$ cat src/rtl/digit_serial_adder.sv
// Digit-serial add/subtract: one DIGIT-bit slice per clock, LSB slice first,
// with a registered ripple carry and a start/busy/done handshake.
module digit_serial_adder #(
    parameter int WIDTH = 16,
    parameter int DIGIT = 4
) (
    input  logic             clk,
    input  logic             rst_n,
    input  logic             start,
    input  logic [WIDTH-1:0] a,
    input  logic [WIDTH-1:0] b,
    input  logic             cin,
    input  logic             sub,
    output logic             busy,
    output logic             done,
    output logic [WIDTH-1:0] sum,
    output logic             cout,
    output logic             ovf
);
    localparam int N  = WIDTH / DIGIT;
    localparam int CW = (N > 1) ? $clog2(N) : 1;

    typedef enum logic [1:0] {IDLE, RUN, DONE} state_t;

    state_t           state;
    logic [WIDTH-1:0] a_r, b_r, res;
    logic [WIDTH-1:0] a_nxt, b_nxt, res_nxt;
    logic             carry;
    logic [CW-1:0]    cnt;
    logic [DIGIT-1:0] s;
    logic             c_out, c_msb;

    assign {c_out, s} = {1'b0, a_r[DIGIT-1:0]} + {1'b0, b_r[DIGIT-1:0]}
                      + {{DIGIT{1'b0}}, carry};
    // Carry into the slice's top bit recovered from its sum bit.
    assign c_msb = s[DIGIT-1] ^ a_r[DIGIT-1] ^ b_r[DIGIT-1];

    generate
        if (DIGIT == WIDTH) begin : g_single
            assign a_nxt   = a_r;
            assign b_nxt   = b_r;
            assign res_nxt = s;
        end else begin : g_multi
            assign a_nxt   = a_r >> DIGIT;
            assign b_nxt   = b_r >> DIGIT;
            assign res_nxt = {s, res[WIDTH-1:DIGIT]};
        end
    endgenerate

    always_ff @(posedge clk or negedge rst_n) begin
        if (!rst_n) begin
            state <= IDLE;
            busy  <= 1'b0;
            done  <= 1'b0;
            sum   <= '0;
            cout  <= 1'b0;
            ovf   <= 1'b0;
            a_r   <= '0;
            b_r   <= '0;
            res   <= '0;
            carry <= 1'b0;
            cnt   <= '0;
        end else begin
            done <= 1'b0;
            case (state)
                IDLE, DONE: begin
                    if (start) begin
                        a_r   <= a;
                        b_r   <= b ^ {WIDTH{sub}};
                        carry <= cin ^ sub;
                        cnt   <= '0;
                        busy  <= 1'b1;
                        state <= RUN;
                    end else begin
                        state <= IDLE;
                    end
                end
                RUN: begin
                    a_r   <= a_nxt;
                    b_r   <= b_nxt;
                    res   <= res_nxt;
                    carry <= c_out;
                    cnt   <= cnt + 1'b1;
                    if (cnt == CW'(N - 1)) begin
                        sum   <= res_nxt;
                        cout  <= c_out;
                        ovf   <= c_out ^ c_msb;
                        busy  <= 1'b0;
                        done  <= 1'b1;
                        state <= DONE;
                    end
                end
                default: state <= IDLE;
            endcase
        end
    end
endmodule

$ cat config.mk
export PLATFORM = sky130hd
export DESIGN_NAME = digit_serial_adder
export DESIGN_NICKNAME = d
export VERILOG_FILES = /design/src/rtl/digit_serial_adder.sv
export SDC_FILE = /design/constraint.sdc
export NUM_CORES = 1
export LEC_CHECK = 0
export CAP_MARGIN = 20
export CORE_ASPECT_RATIO = 1.2
export CORE_MARGIN = 4
export CORE_UTILIZATION = 47
export DETAILED_ROUTE_END_ITERATION = 12
export MAX_ROUTING_LAYER = met4
export PLACE_DENSITY = 0.87
export SETUP_SLACK_MARGIN = 0.2
export SYNTH_ARGS = -nofsm -noshare
export SYNTH_HDL_FRONTEND = slang
export SYNTH_SLANG_ARGS = --single-unit
$ cat constraint.sdc
create_clock -name clk -period 1.8 [get_ports clk]
set_input_delay 0.36 -clock clk [delete_from_list [all_inputs] [get_ports clk]]
set_output_delay 0.36 -clock clk [all_outputs]
set_load 0.05 [all_outputs]
==> results of run 1 <==
[placed cells by master, fill, tap and decap left out, types with 2 or more instances in the layout]
master / count
nand2_1: 64
xor2_1: 3
fa_2: 2
nand2b_1: 2
mux2_2: 5
mux2_4: 8
buf_12: 2
nor2_1: 13
ha_1: 4
clkinv_2: 2
o21ai_0: 11
a22o_1: 5
dfrtp_1: 69
o21ai_2: 3
a22oi_1: 12
buf_4: 29
clkbuf_8: 10
a221o_1: 13
clkdlybuf4s50_1: 35
clkbuf_1: 3
xnor2_1: 18
inv_1: 4
[routing by layer]
layer	share of wire (%)	global-route usage, %
met4	3.2	9.86
met3	5.3	3.75
met2	50	27.7
met1	42	20.6
met5	0	-
[state kept, by name, summed over array words and instances (netlist names)]
name and flops:
a_r 16, b_r 16, busy 1, carry 1
cnt 2, cout 1, done 1, ovf 1
res 12, state 2, sum 16
[logic make-up after synthesis]
group                    Yosys count  synth area share, %
adder cells (fa/ha/maj)            6                 2.99
flip-flops                        69                 57.3
AND/OR/NAND/NOR                   85                 11.6
multiplexers                      13                 5.85
AO/OA/AOI/OAI                     48                 12.1
buffers and inverters             22                 3.82
XOR/XNOR                          22                 6.39
[power breakdown]
group          leakage [nW]  switching (mW)  total [mW]  internal [mW]
sequential            0.868           0.432        2.69           2.26
combinational         0.898            2.20        3.77           1.57
clock                0.0833           0.529        1.06          0.527
total                  1.85            3.16        7.52           4.36
[critical path, stage by stage, from the launching register on]
cell	delay, ns
dfrtp_1	0.40
fa_2	0.25
inv_2	0.04
fa_2	0.36
nand2b_4	0.16
o2bb2ai_4	0.13
xnor2_2	0.17
xnor2_1	0.15
o21ai_2	0.06
[final timing paths]
path	start	end	slack, ns
max	b_r[0]$_DFFE_PN0P_	ovf$_DFFE_PN0P_	-0.03
min	rst_n	sum[6]$_DFFE_PN0P_	0.02
max reg2reg	b_r[0]$_DFFE_PN0P_	ovf$_DFFE_PN0P_	-0.03
min reg2reg	res[6]$_DFFE_PN0P_	res[6]$_DFFE_PN0P_	0.47
max in group asynchronous	rst_n	a_r[1]$_DFFE_PN0P_	1.33
min in group clk	res[6]$_DFFE_PN0P_	res[6]$_DFFE_PN0P_	0.47
[through the flow]
stage	hold slack [ns]	power, mW	setup TNS (ns)	instance area (sq um)
global route	0.0451	8.06	-0.153	3870
CTS	0.0281	7.46	-0.00492	3840
detailed placement	0.390	6.16	-0.636	3610
floorplan	0.0644	5.27	0	3030
finish	0.0231	7.52	-0.0271	3870
global placement	0.379	5.99	-0.0961	3610
[layout make-up]
cell class | instances | area (sq um)
fill | 496 | 2260
sequential | 69 | 1730
multi-input combinational | 175 | 1240
timing repair buffer | 68 | 624
clock buffer | 13 | 149
tap | 82 | 103
inverter | 5 | 18.8
clock inverter | 2 | 10.0
[what timing repair did]
item / in CTS / in global routing
resized for setup: 9 / 5
buffers inserted: 4 / 1
pin swaps: 7 / 2
setup endpoints to repair: 8 / 42
cloned: 0 / 1
==> impl_metrics.yaml, run 1 <==
worst_setup_path:
  cp-start-kind: "register"
  cp_max_fo: 2
  r2r_cells: 8
  cp.required_ns: 2.03
  critPathArrivalTime_ns: 2.05
  path_class: "reg -> reg"
  end_kind: "register"
yosys:
  yosys_register_bits: 69
  synth-edff-count: 0
  yosys_warnings: 0
  synth_nets: 308
  synth.distinct_cells: 28
  synth_top_area_share_pct: 57.3
  yosysSeqAreaShare_pct: 57.3
  syn_area_sq_um: 3010
  synthFlopType: "dfrtp_1"
  synth.top_cells.by_count: "dfrtp_1, nand2_1, xnor2_1, o21ai_0"
  synth_top_area_cell: "dfrtp_1"
  synth_most_common_cell: "dfrtp_1"
  postSynth.asyncResetShare_pct: 100
  syn_avg_cell_area_sq_um: 11.4
  netlist_instances: 265
  synth_area_leaders: "dfrtp_1, nand2_1, xnor2_1"
sta:
  tightest_slew_ns: 0.727
  max_clock_freq_ghz: 0.547
  finClkSkew_ns: 0.00716
  finalHoldViolCount: 0
  relSlewSlack_pct: 51.5
  period_minus_slack_ns: 1.83
  rsz0062_at_grt: "true"
  setup_violations: 1
  fin_crit_sh_pct: 102
  setup_ws_ns: -0.0271
  drv_slew: 0
finish:
  areaGrowthSynthToFinish_pct: 28.5
  post-route-util_pct: 63.2
  n_antenna_cell: 0
  fin_nets: 371
  instances_no_fill: 414
  drive_gt1_share_pct: 22.0
drt:
  vias_per_cell: 5.10
  wl_per_cell_um: 14.6
  final_antenna_net_count: 0
  drt_pass1_iterations: 4
  drc: 0
  drtIter0Drc: 92
  via_count: 2112
  wirelength_mm: 6.05
floorplanning:
  rows: 31
  start_util_pct: 49.2
  die_area_sq_um: 7760
  chipHeight_um: 95.7
  coreArea_sq_um: 6130
  ios: 57
  die_width_um: 81.1
grt:
  track_usage_pct: 17.4
  grt_overflow: 0
  grt_antenna_before_repair: 0
  grt_max_degree: 43
  grt_first_pass_wirelength_mm: 9.87
  first_global_vias: 2135
placed_design:
  io_buffer_count: 56
  placed_cells: 393
  gp_congestion: 0.768
  dpl_worst_slack_ns: -0.0862
  dp_hpwl_mm: 4.13
status:
  violations: "negative setup slack"
  status: "complete, but fails checks"
cts:
  clkTransAtPathRegs_ns: 0.07
  cts-htree-levels: 3
  cts_hold_repair.buffers: 0
  clkLatencyLatePin_ns: 0.34
  numClockSinks: 69
  cts_tree: "built"
  clockBufferDepth: 2
  root_buffer: "clkbuf_8"
  cts_buffers: 9
power:
  leakagePower_nw: 1.85
  powerDensity_nw_per_um2: 1940
  max-vdd-ir-drop_uv: 853
flow_run:
  maxCapViolations: 0
worst_hold_path:
  hp-class: "in -> async"
(Power assumes the default switching activity.)
==> inputs of run 2 (changes only) <==
--- a/config.mk
+++ b/config.mk
@@ -7,7 +7,7 @@
 export LEC_CHECK = 0
 export CAP_MARGIN = 20
 export CORE_ASPECT_RATIO = 1.2
-export CORE_MARGIN = 4
+export CORE_MARGIN = 2
 export CORE_UTILIZATION = 47
 export DETAILED_ROUTE_END_ITERATION = 12
 export MAX_ROUTING_LAYER = met4
==> impl_metrics.yaml, run 2 (synthesis results as in run 1) <==
status:
  status: "complete, but fails checks"
  violations: "negative setup slack"
drt:
  drtIter0Drc: 129
  drt_pass1_iterations: 5
  wl_per_cell_um: 14.8
  final_antenna_net_count: 0
  wirelength_mm: 6.07
  via_count: 2158
  vias_per_cell: 5.25
  drc: 0
sta:
  finalHoldViolCount: 0
  finClkSkew_ns: 0.00612
  tns_ns: -0.0192
  fin_crit_sh_pct: 101
  rsz0062_at_grt: "true"
  fin_hold_ws_ns: 0.0264
  period_minus_slack_ns: 1.82
  setup_ws_ns: -0.0192
  max_clock_freq_ghz: 0.550
  setup_violations: 1
  relSlewSlack_pct: 49.4
  tightest_slew_ns: 0.758
  drv_slew: 0
finish:
  design_area_sq_um: 3970
  mostFrequentLayoutCells: "dfrtp_1, nand2_1, clkdlybuf4s50_1"
  fin_nets: 367
  areaGrowthSynthToFinish_pct: 31.5
  n_antenna_cell: 0
  reg_top3: "a_r: 16 flops, b_r: 16 flops, sum: 16 flops"
  layout_commonest_cell: "dfrtp_1"
  drive_gt1_share_pct: 21.9
power:
  clockPowerShare_pct: 20.3
  internal_power_mw: 4.85
  pwr-share-comb_pct: 46.0
  powerDensity_nw_per_um2: 2030
  p_seq_share_pct: 33.6
  p_sw_share_pct: 39.9
  max-vdd-ir-drop_uv: 1020
  power.net_switching_mw: 3.22
  leakagePower_nw: 1.89
worst_setup_path:
  cp-start-kind: "register"
  max_stage_delay_ns: 0.41
  end_kind: "register"
  cp_top_family: "adder cells"
  path_class: "reg -> reg"
  cp_max_fo: 3
  cp_num_buf_inv: 1
  cp.required_ns: 2.04
  critPathArrivalTime_ns: 2.05
  cp_common_cell: "fa_2"
  crit_slowest_cell: "dfrtp_1"
  crit_path_cell_trace: "fa_2, inv_2, fa_2, nand2b_4, o2bb2ai_4, xnor2_2, xnor2_1, o21ai_2"
placed_design:
  gp_congestion: 0.738
  io_buffer_count: 56
  dp_hpwl_mm: 3.95
  placed_cell_area_sq_um: 3640
floorplanning:
  start_util_pct: 49.2
  die_width_um: 77.1
  rows: 31
  chipHeight_um: 91.7
  die_area_sq_um: 7070
  ios: 57
  coreArea_sq_um: 6130
worst_hold_path:
  hp-class: "in -> async"
grt:
  grt_first_pass_wirelength_mm: 10.0
  grt_antenna_before_repair: 0
  first_global_vias: 2126
  grt_overflow: 0
  grt_max_degree: 70
  track_usage_pct: 18.9
cts:
  numClockSinks: 69
  cts_hold_repair.buffers: 0
  clkLatencyLatePin_ns: 0.35
  clockBufferDepth: 2
  cts-htree-levels: 3
  cts_buffers: 9
  cts_tree: "built"
  clkTransAtPathRegs_ns: 0.07
  root_buffer: "clkbuf_8"
flow_run:
  maxCapViolations: 0
==> run 2: final cells by class <==
type / instances / area, sq um
flip-flops and latches: 69 / 1730
well taps: 82 / 103
multi-input cells: 175 / 1240
clock buffers: 9 / 124
fillers: 482 / 2160
inverters: 5 / 18.8
repair buffers: 64 / 618
clock inverters: 7 / 138
==> run 2: power by group through the flow <==
| stage | logic [mW] | clock network (mW) | registers [mW] |
|---|---|---|---|
| floorplan | 1.96 | 0 | 3.31 |
| global placement | 3.34 | 0 | 2.68 |
| detailed placement | 3.46 | 0 | 2.73 |
| CTS | 3.51 | 1.67 | 2.70 |
| global route | 4.06 | 1.74 | 2.79 |
| finish | 3.71 | 1.64 | 2.71 |
==> run 2: timing repair <==
item / CTS / global route
gates cloned: 0 / 1
buffers inserted: 1 / 0
pin swaps: 4 / 2
setup endpoints to repair: 48 / 35
resized for setup: 5 / 10
==> run 2: through the flow <==
step	instances	util, %	worst slack, ns	total power, mW
final	411	64.7	-0.0192	8.06
after global routing	411	64.7	-0.113	8.60
after CTS	410	63.8	-0.0198	7.88
after detailed placement	393	59.4	-0.0948	6.18
after global placement	393	59.4	-0.0678	6.02
after floorplan	265	-	0.0802	5.27
==> run 2: routing by layer <==
metal	track usage (%)	vias up	wire length, um	part of all wire (%)
met5	-	-	0	0
met4	10.4	0	145	2.4
met3	4.92	18	336	5.5
met2	28.1	71	3050	50
met1	23.8	1057	2540	42
li1	-	1012	-	-
==> run 2: worst register-to-register path, delay by kind of cell (launching register included) <==
family          cells  cell delay (ns)
buf+inv             1             0.04
flops               1             0.41
compound gates      2             0.19
simple gates        1             0.16
fa+ha+maj           2             0.59
xor+xnor            2             0.32
==> run 2: worst paths after layout <==
| path | startpoint | to | slack [ns] | cells past startpoint |
|---|---|---|---|---|
| min | rst_n | res[6]$_DFFE_PN0P_ | 0.03 | 2 |
| min reg2reg | res[6]$_DFFE_PN0P_ | res[6]$_DFFE_PN0P_ | 0.47 | 2 |
| max reg2reg | b_r[0]$_DFFE_PN0P_ | ovf$_DFFE_PN0P_ | -0.02 | 8 |
| max | b_r[0]$_DFFE_PN0P_ | ovf$_DFFE_PN0P_ | -0.02 | 8 |
| min in group clk | res[6]$_DFFE_PN0P_ | res[6]$_DFFE_PN0P_ | 0.47 | 2 |
| max in group asynchronous | rst_n | a_r[11]$_DFFE_PN0P_ | 1.49 | 2 |
==> inputs of run 3 (changes only) <==
--- a/config.mk
+++ b/config.mk
@@ -8,10 +8,10 @@
 export CAP_MARGIN = 20
 export CORE_ASPECT_RATIO = 1.2
 export CORE_MARGIN = 2
-export CORE_UTILIZATION = 47
+export CORE_UTILIZATION = 30
 export DETAILED_ROUTE_END_ITERATION = 12
 export MAX_ROUTING_LAYER = met4
-export PLACE_DENSITY = 0.87
+export PLACE_DENSITY = 0.64
 export SETUP_SLACK_MARGIN = 0.2
 export SYNTH_ARGS = -nofsm -noshare
 export SYNTH_HDL_FRONTEND = slang
==> impl_metrics.yaml, run 3 (synthesis results as in run 1) <==
status:
  status: "complete, but fails checks"
  violations: "negative setup slack"
drt:
  drtIter0Drc: 86
  wl_per_cell_um: 13.5
  vias_per_cell: 4.56
  final_antenna_net_count: 0
  wirelength_mm: 6.23
  drc: 0
  via_count: 2097
  drt_pass1_iterations: 4
sta:
  rsz0062_at_grt: "true"
  fin_crit_sh_pct: 101
  relSlewSlack_pct: 49.3
  finClkSkew_ns: 0.00786
  period_minus_slack_ns: 1.82
  setup_violations: 1
  finalHoldViolCount: 0
  drv_slew: 0
  tightest_slew_ns: 0.761
  max_clock_freq_ghz: 0.549
  setup_ws_ns: -0.0206
floorplanning:
  coreArea_sq_um: 9910
  rows: 40
  start_util_pct: 30.4
  die_area_sq_um: 10900
  die_width_um: 95.5
  chipHeight_um: 114
  ios: 57
worst_setup_path:
  cp.required_ns: 2.01
  r2r_cells: 8
  reg2reg_to: "ovf$_DFFE_PN0P_"
  cp_max_fo: 2
  path_class: "reg -> reg"
  r2r_setup_slack_ns: -0.02
  end_kind: "register"
  cp-start-kind: "register"
  r2r_start: "b_r[0]$_DFFE_PN0P_"
  critPathArrivalTime_ns: 2.03
cts:
  cts_buffers: 9
  clockBufferDepth: 2
  cts_hold_repair.buffers: 0
  clkLatencyLatePin_ns: 0.32
  cts-htree-levels: 3
  cts_tree: "built"
  numClockSinks: 69
  clkTransAtPathRegs_ns: 0.06
  root_buffer: "clkbuf_16"
grt:
  track_usage_pct: 13.0
  first_global_vias: 2110
  grt_antenna_before_repair: 0
  grt_max_degree: 70
  grt_overflow: 0
  grt_first_pass_wirelength_mm: 10.6
placed_design:
  gp_congestion: 0.741
  dpl_worst_slack_ns: -0.144
  dp_hpwl_mm: 4.05
  io_buffer_count: 56
power:
  leakagePower_nw: 1.95
  max-vdd-ir-drop_uv: 775
  powerDensity_nw_per_um2: 2060
finish:
  n_antenna_cell: 0
  layout_commonest_cell: "dfrtp_1"
  ff_latch_area_sq_um: 1730
  drive_gt1_share_pct: 23.1
  num-fill-cells: 955
  fin_nets: 372
  reg_top3: "a_r: 16 flops, b_r: 16 flops, sum: 16 flops"
  post-route-util_pct: 41.8
  areaGrowthSynthToFinish_pct: 37.4
  multiInputGateArea_sq_um: 1250
  mostFrequentLayoutCells: "dfrtp_1, nand2_1, clkdlybuf4s50_1"
worst_hold_path:
  hp-class: "in -> async"
flow_run:
  maxCapViolations: 0
-- run 3: changes by cell type in the layout (fill, tap and decap cells not counted), sizes merged --
cell / change
clkinvlp: -1
inv: +2
buf: +6
bufinv: -1
clkdlybuf4s15: -1
-- run 3: area by class of cell --
cell class,instances,area share (%)
inverters,5,0.453
flip-flops and latches,69,41.7
repair buffers,69,15.6
clock inverters,7,2.93
clock buffers,9,5.44
multi-input cells,175,30.1
well taps,126,3.81
-- run 3: how the worst max path moves through the flow --
stage	start	end	slack, ns
after floorplan	a_r[0]$_DFFE_PN0P_	ovf$_DFFE_PN0P_	0.08
after global placement	start	carry$_DFFE_PN0P_	-0.08
after detailed placement	start	carry$_DFFE_PN0P_	-0.14
after CTS	b_r[0]$_DFFE_PN0P_	ovf$_DFFE_PN0P_	-0.04
after global routing	b_r[0]$_DFFE_PN0P_	ovf$_DFFE_PN0P_	-0.09
final	b_r[0]$_DFFE_PN0P_	ovf$_DFFE_PN0P_	-0.02
-- run 3: routing by layer --
metal	up-vias	part of all wire (%)	global-route usage [%]
li1	1028	-	-
met3	7	4.2	2.38
met4	0	1.2	5.43
met5	-	0	-
met2	52	48	19.0
met1	1010	46	17.8
-- run 3: timing repair --
item,CTS,global route
buffers inserted,3,2
pin swaps,6,7
cloned,1,0
gates resized for setup,10,6
endpoints found under the setup margin,24,30
-- run 3: worst max-delay path, stage by stage, from the launching register on --
cell and delay, ns:
dfrtp_1 0.41, fa_2 0.26, inv_2 0.04, fa_2 0.33, nand2b_4 0.15, o2bb2ai_4 0.13
xnor2_2 0.13, xnor2_1 0.19, o21ai_2 0.06
-- run 3: where the power goes --
| part | internal (mW) | switching, mW | leakage, nW |
|---|---|---|---|
| sequential | 2.26 | 0.435 | 0.868 |
| combinational | 1.58 | 2.22 | 0.911 |
| clock | 1.36 | 0.659 | 0.170 |
| total | 5.20 | 3.31 | 1.95 |
-- run 3: metrics by stage --
stage / instances / hold WS [ns] / cell area [sq um] / setup TNS, ns / total power [mW]
after floorplan: 265 / 0.0644 / 3030 / 0 / 5.27
after CTS: 458 / 0.0719 / 4100 / -0.0428 / 8.51
final: 460 / 0.0393 / 4140 / -0.0206 / 8.51
after global routing: 460 / 0.0789 / 4140 / -0.121 / 9.12
after detailed placement: 438 / 0.412 / 3690 / -1.82 / 6.21
after global placement: 438 / 0.408 / 3690 / -0.422 / 6.09
